===== config.mk =====
export PLATFORM = sky130hd
export DESIGN_NAME = morse_text_writer
export DESIGN_NICKNAME = d
export VERILOG_FILES = /design/src/rtl/morse_pkg.sv /design/src/rtl/morse_code_lut.sv /design/src/rtl/morse_text_writer.sv
export SDC_FILE = /design/constraint.sdc
export NUM_CORES = 1
export LEC_CHECK = 0
export ABC_AREA = 1
export CAP_MARGIN = 30
export CORE_AREA = 2 2 75 63
export CTS_CLUSTER_SIZE = 10
export DETAILED_ROUTE_END_ITERATION = 10
export DIE_AREA = 0 0 77 65
export PLACE_DENSITY = 0.7
export SLEW_MARGIN = 0
export SYNTH_ARGS = -nofsm -noshare
export SYNTH_HDL_FRONTEND = slang
export SYNTH_SLANG_ARGS = --single-unit

===== constraint.sdc =====
create_clock -name clk -period 2.1 [get_ports clk]
set_input_delay 0.315 -clock clk [delete_from_list [all_inputs] [get_ports clk]]
set_output_delay 0.315 -clock clk [all_outputs]
set_load 0.01 [all_outputs]

===== src/rtl/morse_pkg.sv =====
// morse_pkg: shared state encoding, code-table geometry and ASCII bounds for the Morse writer.
package morse_pkg;
  typedef enum logic [2:0] {S_IDLE, S_ALIGN, S_MARK, S_SPACE, S_CGAP, S_WGAP} state_e;
  localparam int CODE_W = 5;
  localparam int LEN_W = 3;
  localparam logic [7:0] ASCII_SPACE = 8'h20;
  localparam logic [7:0] ASCII_0 = 8'h30;
  localparam logic [7:0] ASCII_9 = 8'h39;
  localparam logic [7:0] ASCII_A = 8'h41;
  localparam logic [7:0] ASCII_Z = 8'h5A;
  localparam logic [7:0] ASCII_LA = 8'h61;
  localparam logic [7:0] ASCII_LZ = 8'h7A;
endpackage


===== src/rtl/morse_code_lut.sv =====
// morse_code_lut: ASCII to {valid, space, len, code}; code is left-aligned, MSB first, 1 = dash.
module morse_code_lut
  import morse_pkg::*;
(
  input  logic [7:0]        ch_i,
  output logic              valid_o,
  output logic              space_o,
  output logic [LEN_W-1:0]  len_o,
  output logic [CODE_W-1:0] code_o
);
  logic [7:0] up;
  logic [3:0] dig;
  logic is_let, is_dig;
  logic [LEN_W+CODE_W-1:0] ent;
  logic [CODE_W-1:0] dig_code;
  assign up = (ch_i >= ASCII_LA && ch_i <= ASCII_LZ) ? ch_i - (ASCII_LA - ASCII_A) : ch_i;
  assign is_let = up >= ASCII_A && up <= ASCII_Z;
  assign is_dig = ch_i >= ASCII_0 && ch_i <= ASCII_9;
  assign dig = ch_i[3:0];
  // digits 0-5 are dots followed by dashes, 6-9 dashes followed by dots
  assign dig_code = dig <= 4'd5 ? 5'b11111 >> dig : 5'b11111 << (4'd10 - dig);
  always_comb begin
    case (up)
      "A": ent = {3'd2, 5'b01000};
      "B": ent = {3'd4, 5'b10000};
      "C": ent = {3'd4, 5'b10100};
      "D": ent = {3'd3, 5'b10000};
      "E": ent = {3'd1, 5'b00000};
      "F": ent = {3'd4, 5'b00100};
      "G": ent = {3'd3, 5'b11000};
      "H": ent = {3'd4, 5'b00000};
      "I": ent = {3'd2, 5'b00000};
      "J": ent = {3'd4, 5'b01110};
      "K": ent = {3'd3, 5'b10100};
      "L": ent = {3'd4, 5'b01000};
      "M": ent = {3'd2, 5'b11000};
      "N": ent = {3'd2, 5'b10000};
      "O": ent = {3'd3, 5'b11100};
      "P": ent = {3'd4, 5'b01100};
      "Q": ent = {3'd4, 5'b11010};
      "R": ent = {3'd3, 5'b01000};
      "S": ent = {3'd3, 5'b00000};
      "T": ent = {3'd1, 5'b10000};
      "U": ent = {3'd3, 5'b00100};
      "V": ent = {3'd4, 5'b00010};
      "W": ent = {3'd3, 5'b01100};
      "X": ent = {3'd4, 5'b10010};
      "Y": ent = {3'd4, 5'b10110};
      "Z": ent = {3'd4, 5'b11000};
      default: ent = '0;
    endcase
  end
  assign valid_o = is_let || is_dig;
  assign space_o = ch_i == ASCII_SPACE;
  assign len_o = is_dig ? LEN_W'(5) : ent[CODE_W +: LEN_W];
  assign code_o = is_dig ? dig_code : ent[CODE_W-1:0];
endmodule


===== src/rtl/morse_text_writer.sv =====
// morse_text_writer: ASCII valid/ready in, Morse key line out, all timing in whole tick units.
module morse_text_writer
  import morse_pkg::*;
#(
  parameter int DOT_UNITS = 1,
  parameter int DASH_UNITS = 3,
  parameter int SYM_GAP = 1,
  parameter int CHAR_GAP = 3,
  parameter int WORD_GAP = 7,
  parameter int CNT_W = 4
) (
  input  logic       clk,
  input  logic       reset,
  input  logic       en,
  input  logic       tick,
  input  logic       char_valid,
  input  logic [7:0] char_data,
  output logic       char_ready,
  output logic       key_out,
  output logic       busy,
  output logic       done_char,
  output logic       err
);
  localparam logic [CNT_W-1:0] T_DOT = CNT_W'(DOT_UNITS);
  localparam logic [CNT_W-1:0] T_DASH = CNT_W'(DASH_UNITS);
  localparam logic [CNT_W-1:0] T_SYM = CNT_W'(SYM_GAP);
  localparam logic [CNT_W-1:0] T_CGAP = CNT_W'(CHAR_GAP);
  localparam logic [CNT_W-1:0] T_WGAP = CNT_W'(WORD_GAP - CHAR_GAP);
  state_e state_q, state_d;
  logic [CNT_W-1:0] cnt_q, cnt_d, cnt_inc, cnt_step, tgt;
  logic [CODE_W-1:0] sh_q, sh_d, lut_code;
  logic [LEN_W-1:0] len_q, len_d, lut_len;
  logic wsp_q, wsp_d, key_q, key_d, done_q, done_d, err_q, err_d;
  logic lut_valid, lut_space, accept, fin;
  morse_code_lut u_lut (
    .ch_i    (char_data),
    .valid_o (lut_valid),
    .space_o (lut_space),
    .len_o   (lut_len),
    .code_o  (lut_code)
  );
  assign char_ready = en && !reset && state_q == S_IDLE;
  assign accept = char_ready && char_valid;
  assign cnt_inc = cnt_q + 1'b1;
  assign tgt = state_q == S_MARK ? (sh_q[CODE_W-1] ? T_DASH : T_DOT) :
               state_q == S_SPACE ? T_SYM : state_q == S_CGAP ? T_CGAP : T_WGAP;
  assign fin = tick && cnt_inc == tgt;
  assign cnt_step = fin ? '0 : cnt_inc;
  assign key_out = key_q;
  assign busy = state_q != S_IDLE;
  assign done_char = done_q;
  assign err = err_q;
  always_comb begin
    state_d = state_q;
    cnt_d = cnt_q;
    sh_d = sh_q;
    len_d = len_q;
    wsp_d = wsp_q;
    done_d = 1'b0;
    err_d = 1'b0;
    if (en) begin
      case (state_q)
        S_IDLE: if (accept) begin
          err_d = !lut_valid && !lut_space;
          if (lut_valid || lut_space) begin
            state_d = S_ALIGN;
            sh_d = lut_code;
            len_d = lut_len;
            wsp_d = lut_space;
            cnt_d = '0;
          end
        end
        // ALIGN only resynchronises to the tick grid, so it never counts
        S_ALIGN: if (tick) state_d = wsp_q ? S_WGAP : S_MARK;
        S_MARK: if (tick) begin
          cnt_d = cnt_step;
          if (fin) begin
            sh_d = sh_q << 1;
            len_d = len_q - 1'b1;
            state_d = len_q == LEN_W'(1) ? S_CGAP : S_SPACE;
          end
        end
        S_SPACE: if (tick) begin
          cnt_d = cnt_step;
          if (fin) state_d = S_MARK;
        end
        default: if (tick) begin
          cnt_d = cnt_step;
          if (fin) begin
            state_d = S_IDLE;
            done_d = 1'b1;
          end
        end
      endcase
    end
    key_d = state_d == S_MARK;
  end
  always_ff @(posedge clk or posedge reset) begin
    if (reset) begin
      state_q <= S_IDLE;
      cnt_q <= '0;
      sh_q <= '0;
      len_q <= '0;
      wsp_q <= 1'b0;
      key_q <= 1'b0;
      done_q <= 1'b0;
      err_q <= 1'b0;
    end else begin
      state_q <= state_d;
      cnt_q <= cnt_d;
      sh_q <= sh_d;
      len_q <= len_d;
      wsp_q <= wsp_d;
      key_q <= key_d;
      done_q <= done_d;
      err_q <= err_d;
    end
  end
endmodule


Word-level counts from Yosys, hierarchy flattened. Memories as Yosys holds them, arrays and structs flattened. Index checks and enable logic that the tools add are counted.

Flip-flop bits (word level): 19. ROM bits: 896. Bits of input ports: 13. Output and inout port bits: 5. Word-level logic and storage cells: 100. Memories: 1.

Add/sub/neg operators: 4. $lt $le $gt $ge: 7. Equality and inequality tests: 12. Shift-type cells: 2. Mux-type cells: 44. Bitwise logic cells: 1. Reductions and logical operators: 21.

Memory list: (name not given) (words 128, width 7, read ports 1, clocked after Yosys merged registers in 0, wr ports 0, line morse_code_lut.sv:23) `case (up)`.

Operators with widths (number): $mux 3 (20); $mux 5 (6); $ge 8x7->1 const B (2); $le 8x7->1 const B (2); $mux 4 (4); $mux 8 (2); $pmux 3 s4 (1); $pmux 5 s2 (1); $eq 3x2->1 const B (3); $eq 8x6->1 const B (1); $ge 8x6->1 const B (1); $le 8x6->1 const B (1); $logic_and 1x1->1 (8); $pmux 4 s2 (1); $sub 8x6->8 const B (1); $mux 1 (7); $eq 3x1->1 const B (2); $ne 2x2->1 const B (3); $pmux 3 s2 (1); $reduce_and 6->1 (1); $reduce_and 5->1 (1); $shl 5x4->5 const A (1); $shr 5x4->5 const A (1); $add 4x1->4 const B (1); 15 further kinds (19).

Logic depth before layout (Yosys ltp).
Depth after elaboration: 12. Depth in mapped cells: 17. Gate-level depth less buffers: 15.

Cells and area by module. From an unflattened synthesis, not the netlist that was laid out.

Cells, all modules: 322. Area total of the unflattened synthesis: 2003.2 µm².

By module, submodules not included: morse_text_writer (times used 1, cells an instance 166, area each 1211.2 µm², sequential area each 475.5 µm²); morse_code_lut (times used 1, cells an instance 156, area each 792.0 µm², sequential area each 0.0 µm²).

Worst setup path before layout. OpenSTA, ideal clock, no wires.

Path type: reg2reg. Start point: register cnt_q[0]. End point: register sh_q[0]. Data arrival time: 1.624 ns. Required time: 1.982 ns. Slack: 0.358 ns. Cell stages (with the launch flop): 15. Buffers on the path: 1. Cell sequence: dfrtp_1 > ha_1 > inv_1 > nand2_1 > nand2_1 > nand2_1 > nand2_1 > nand2_1 > nor2_4 > nand3_2 > a21oi_2 > nand2_2 > buf_6 > nand2_1 > o21ai_2.

Word-level cells in the longest chain between the ends: 5.

RTL lines: from (decl) (line morse_text_writer.sv:30) `logic [CNT_W-1:0] cnt_q, cnt_d, cnt_inc, cnt_step, tgt;`; from (signal assigned) (line morse_text_writer.sv:110) `cnt_q <= cnt_d;`; $add 4x1->4 (line morse_text_writer.sv:44) `assign cnt_inc = cnt_q + 1'b1;`; $eq 4x3->1 (line morse_text_writer.sv:47) `assign fin = tick && cnt_inc == tgt;`; $logic_and 1x1->1 (line morse_text_writer.sv:47); $ne 2x2->1 (no source line); $reduce_and 6->1 (no source line); to (signal assigned) (line morse_text_writer.sv:102) `sh_q <= '0;`; to (signal assigned) (line morse_text_writer.sv:111) `sh_q <= sh_d;`; to (decl) (line morse_text_writer.sv:31) `logic [CODE_W-1:0] sh_q, sh_d, lut_code;`.

Every way passes these cells. A chain may end at the register's enable or synchronous reset.

Worst setup path after layout.
Start point: register state_q[1]. End point: output char_ready.

Word-level cells in the longest chain between the ends: 2.

RTL lines: from (decl) (line morse_text_writer.sv:29) `state_e state_q, state_d;`; from (signal assigned) (line morse_text_writer.sv:109) `state_q <= state_d;`; $logic_not 3->1 (line morse_text_writer.sv:42) `assign char_ready = en && !reset && state_q == S_IDLE;`; $logic_and 1x1->1 (line morse_text_writer.sv:42); to (decl) (line morse_text_writer.sv:18) `output logic char_ready,`.

Every way passes these cells.

==> flow_summary.json <==
{
  "avgSynthCellArea_um2": 6.52,
  "gr-total-overflow": 0,
  "slew_viol_final": 0,
  "crit_path_end_kind": "output port",
  "ant_nets": 0,
  "max-clock-path-buffers": 2,
  "nFillCells": 418,
  "ys_seq_area_share_pct": 22.6,
  "worstMarginPinSlew_ps": 301,
  "cts_tree": "built",
  "grt_pass1_wl_um": 9320,
  "comb_power_share_pct": 64.6,
  "dieArea_um2": 5010,
  "min_path_type": "primary input to asynchronous set/reset pin",
  "grt_pass1_vias": 2048,
  "cap_violations": 0,
  "multiInputGateArea_um2": 1430,
  "fmax_mhz": 502,
  "clockPowerShare_pct": 10.7,
  "ys_warn_count": 0,
  "rows": 22,
  "criticalPathCategory": "flop to output port",
  "remaining_drc_errors": 0,
  "cts-htree-levels": 1,
  "drtPass1Iterations": 5,
  "tns_ps": 0,
  "final_nets": 419,
  "synth.distinct_cells": 39,
  "power_density_nw_per_um2": 856,
  "num_antenna_cells": 0,
  "async_flop_share_pct": 100,
  "synth_top_cell_area_share_pct": 22.6,
  "final_cells": 453,
  "clkSlewWorstSetupHoldPaths_ps": 70,
  "syn-num-nets": 347,
  "crit_fanout": 7,
  "place.gp.congestion": 0.992,
  "via_count": 2276,
  "cp_cell_sequence": "nor2_4 > nand2_4 > nor3_4 > clkdlybuf4s50_1",
  "critPathMaxStageDelay_ps": 560,
  "ir_drop_v": 0.000419,
  "period_needed_ps": 1990,
  "synth_flop_cell": "dfrtp_1",
  "finalClockSkew_ps": 3.72,
  "numCtsBuffers": 3,
  "power_frac_seq_pct": 24.6,
  "antenna_found_initial": 0,
  "core_um2": 4350,
  "synth.cells.most_frequent": "nand2_1 (87), inv_1 (39), nor2_1 (38)",
  "worstPathArrival_ps": 1680,
  "holdBufCountCts": 0,
  "io_pins": 18,
  "power.switching_uw": 1160,
  "drtIter0Drc": 114,
  "leakage_uw": 0.00149,
  "switching_share_pct": 48.1,
  "synth_area_leader_cell": "dfrtp_1",
  "start_util_pct": 48.3,
  "port_buffers": 17,
  "fin_util_pct": 64.9,
  "cts.root.buffer_cell": "clkbuf_8",
  "report.final.hold_viol_count": 0,
  "cp-startpoint": "state_q[1]",
  "wl_per_cell_um": 12.1,
  "layout_worst_path_cycle_share_pct": 94.9,
  "internal-power_uw": 1260,
  "area_delta_synth_final_pct": 34.4,
  "die_w_um": 77,
  "layout-drive-gt1-share_pct": 28.0,
  "crit_buf_inv": 1,
  "seqCellArea_um2": 477,
  "r2r-start": "cnt_q[0]",
  "synth_cells": 322,
  "status": "completed",
  "cp-start-kind": "flop",
  "cpLargestDelayFamily": "buffers and inverters",
  "synth_edf_count": 0,
  "relSlewSlack_pct": 79.8,
  "synthTopCellsByArea": "dfrtp_1 (23%), nand2_1 (16%), ha_1 (7.1%)",
  "cp_slowest_cell": "clkdlybuf4s50_1",
  "viasPerCell": 5.02,
  "grt_max_degree": 20,
  "place_hpwl_um": 4450,
  "syn-cell-area_um2": 2100,
  "critPathRequiredTime_ps": 1780,
  "finalSetupViolations": 0,
  "yosysMostFrequentCell": "nand2_1",
  "wl_um": 5490,
  "cts.sinks": 19,
  "die_y_um": 65,
  "rsz0062_at_grt": "no",
  "dp_cells": 448,
  "synth_seq_cells": 19,
  "insertion_delay_ps": 260,
  "grtUsageTotal_pct": 23.0
}
[flip-flops by register name, summed over array words and instances, names as in the netlist]
| name | cells |
|---|---|
| key_out | 1 |
| len_q | 3 |
| err | 1 |
| sh_q | 5 |
| state_q | 3 |
| wsp_q | 1 |
| cnt_q | 4 |
| done_char | 1 |
[worst paths after layout]
check | to | slack, ps | cells after the start
max | char_ready | 110 | 4
min | done_char | 470 | 3
max reg2reg | sh_q[1] | 220 | 14
min reg2reg | sh_q[0] | 490 | 2
max in group asynchronous | state_q[2] | 1410 | 3
min in group clk | sh_q[0] | 490 | 2
[per-layer routing]
layer	global-route usage (%)	vias to the layer above	part of all wire, %
met5	0	-	0
met1	34.8	1014	49
met4	2.90	0	0.25
li1	-	1183	-
met3	4.60	4	8.1
met2	34.5	75	42
[layout by cell type (no fill, tap or decap), types with 2 or more instances in the layout]
cell | netlist | final
a21oi_1 | 10 | 10
buf_4 | 3 | 58
clkbuf_8 | 0 | 3
clkdlybuf4s50_1 | 0 | 12
dfrtp_1 | 19 | 18
dlymetal6s2s_1 | 0 | 5
ha_1 | 12 | 10
inv_1 | 39 | 37
inv_2 | 4 | 6
inv_4 | 2 | 2
nand2_1 | 87 | 85
nand2_2 | 9 | 10
nand2_4 | 3 | 4
nand3_1 | 22 | 21
nand3_2 | 3 | 4
nand3_4 | 2 | 2
nand4_1 | 10 | 10
nor2_1 | 38 | 37
nor2_2 | 1 | 2
nor2_4 | 3 | 3
o211ai_1 | 5 | 5
o21ai_0 | 22 | 21
o21ai_1 | 2 | 3
o21ai_2 | 3 | 3
o22ai_1 | 4 | 3
[final cells by class]
class                           count  share of cell area (%)
Clock buffer                        3                    1.46
Clock inverter                      1                   0.266
Multi-Input combinational cell    249                    50.5
Inverter                           46                    6.34
Timing Repair Buffer               75                    21.9
Tap cell                           60                    2.66
Sequential cell                    19                    16.9
[power groups by stage]
stage	Clock, µW	Sequential (µW)	Combinational [µW]
2_1_floorplan	0	572	1070
3_3_place_gp	0	601	1460
3_5_place_dp	0	602	1490
4_1_cts	271	597	1510
5_1_grt	284	616	1750
6_report	260	595	1560
[metrics by stage]
step | setup WS, ps | hold slack [ps] | power, µW | instance area (µm²)
after global routing | 2.74 | 502 | 2650 | 2820
after floorplan | 358 | 266 | 1640 | 2100
final | 107 | 470 | 2420 | 2820
after CTS | 25.8 | 470 | 2380 | 2750
after global placement | -239 | 466 | 2060 | 2700
after detailed placement | -295 | 465 | 2100 | 2700
[worst min-delay path, delay by kind of cell]
family   cells  cell delay [ps]
buf+inv      3              790
[kinds of logic after synthesis]
group | Yosys count | synth area share (%)
adder cells (fa/ha/maj) | 12 | 7.15
AO/OA/AOI/OAI | 52 | 15.3
XOR/XNOR | 3 | 1.25
buffers and inverters | 54 | 12.0
flip-flops | 19 | 22.6
AND/OR/NAND/NOR | 182 | 41.6
[timing repair]
action | in CTS | in global routing
pin swaps | 0 | 3
endpoints found under the setup margin | 4 | 15
resized for setup | 1 | 19
buffers inserted | 0 | 1
cloned | 0 | 0
Power figures use the tool's default switching activity.
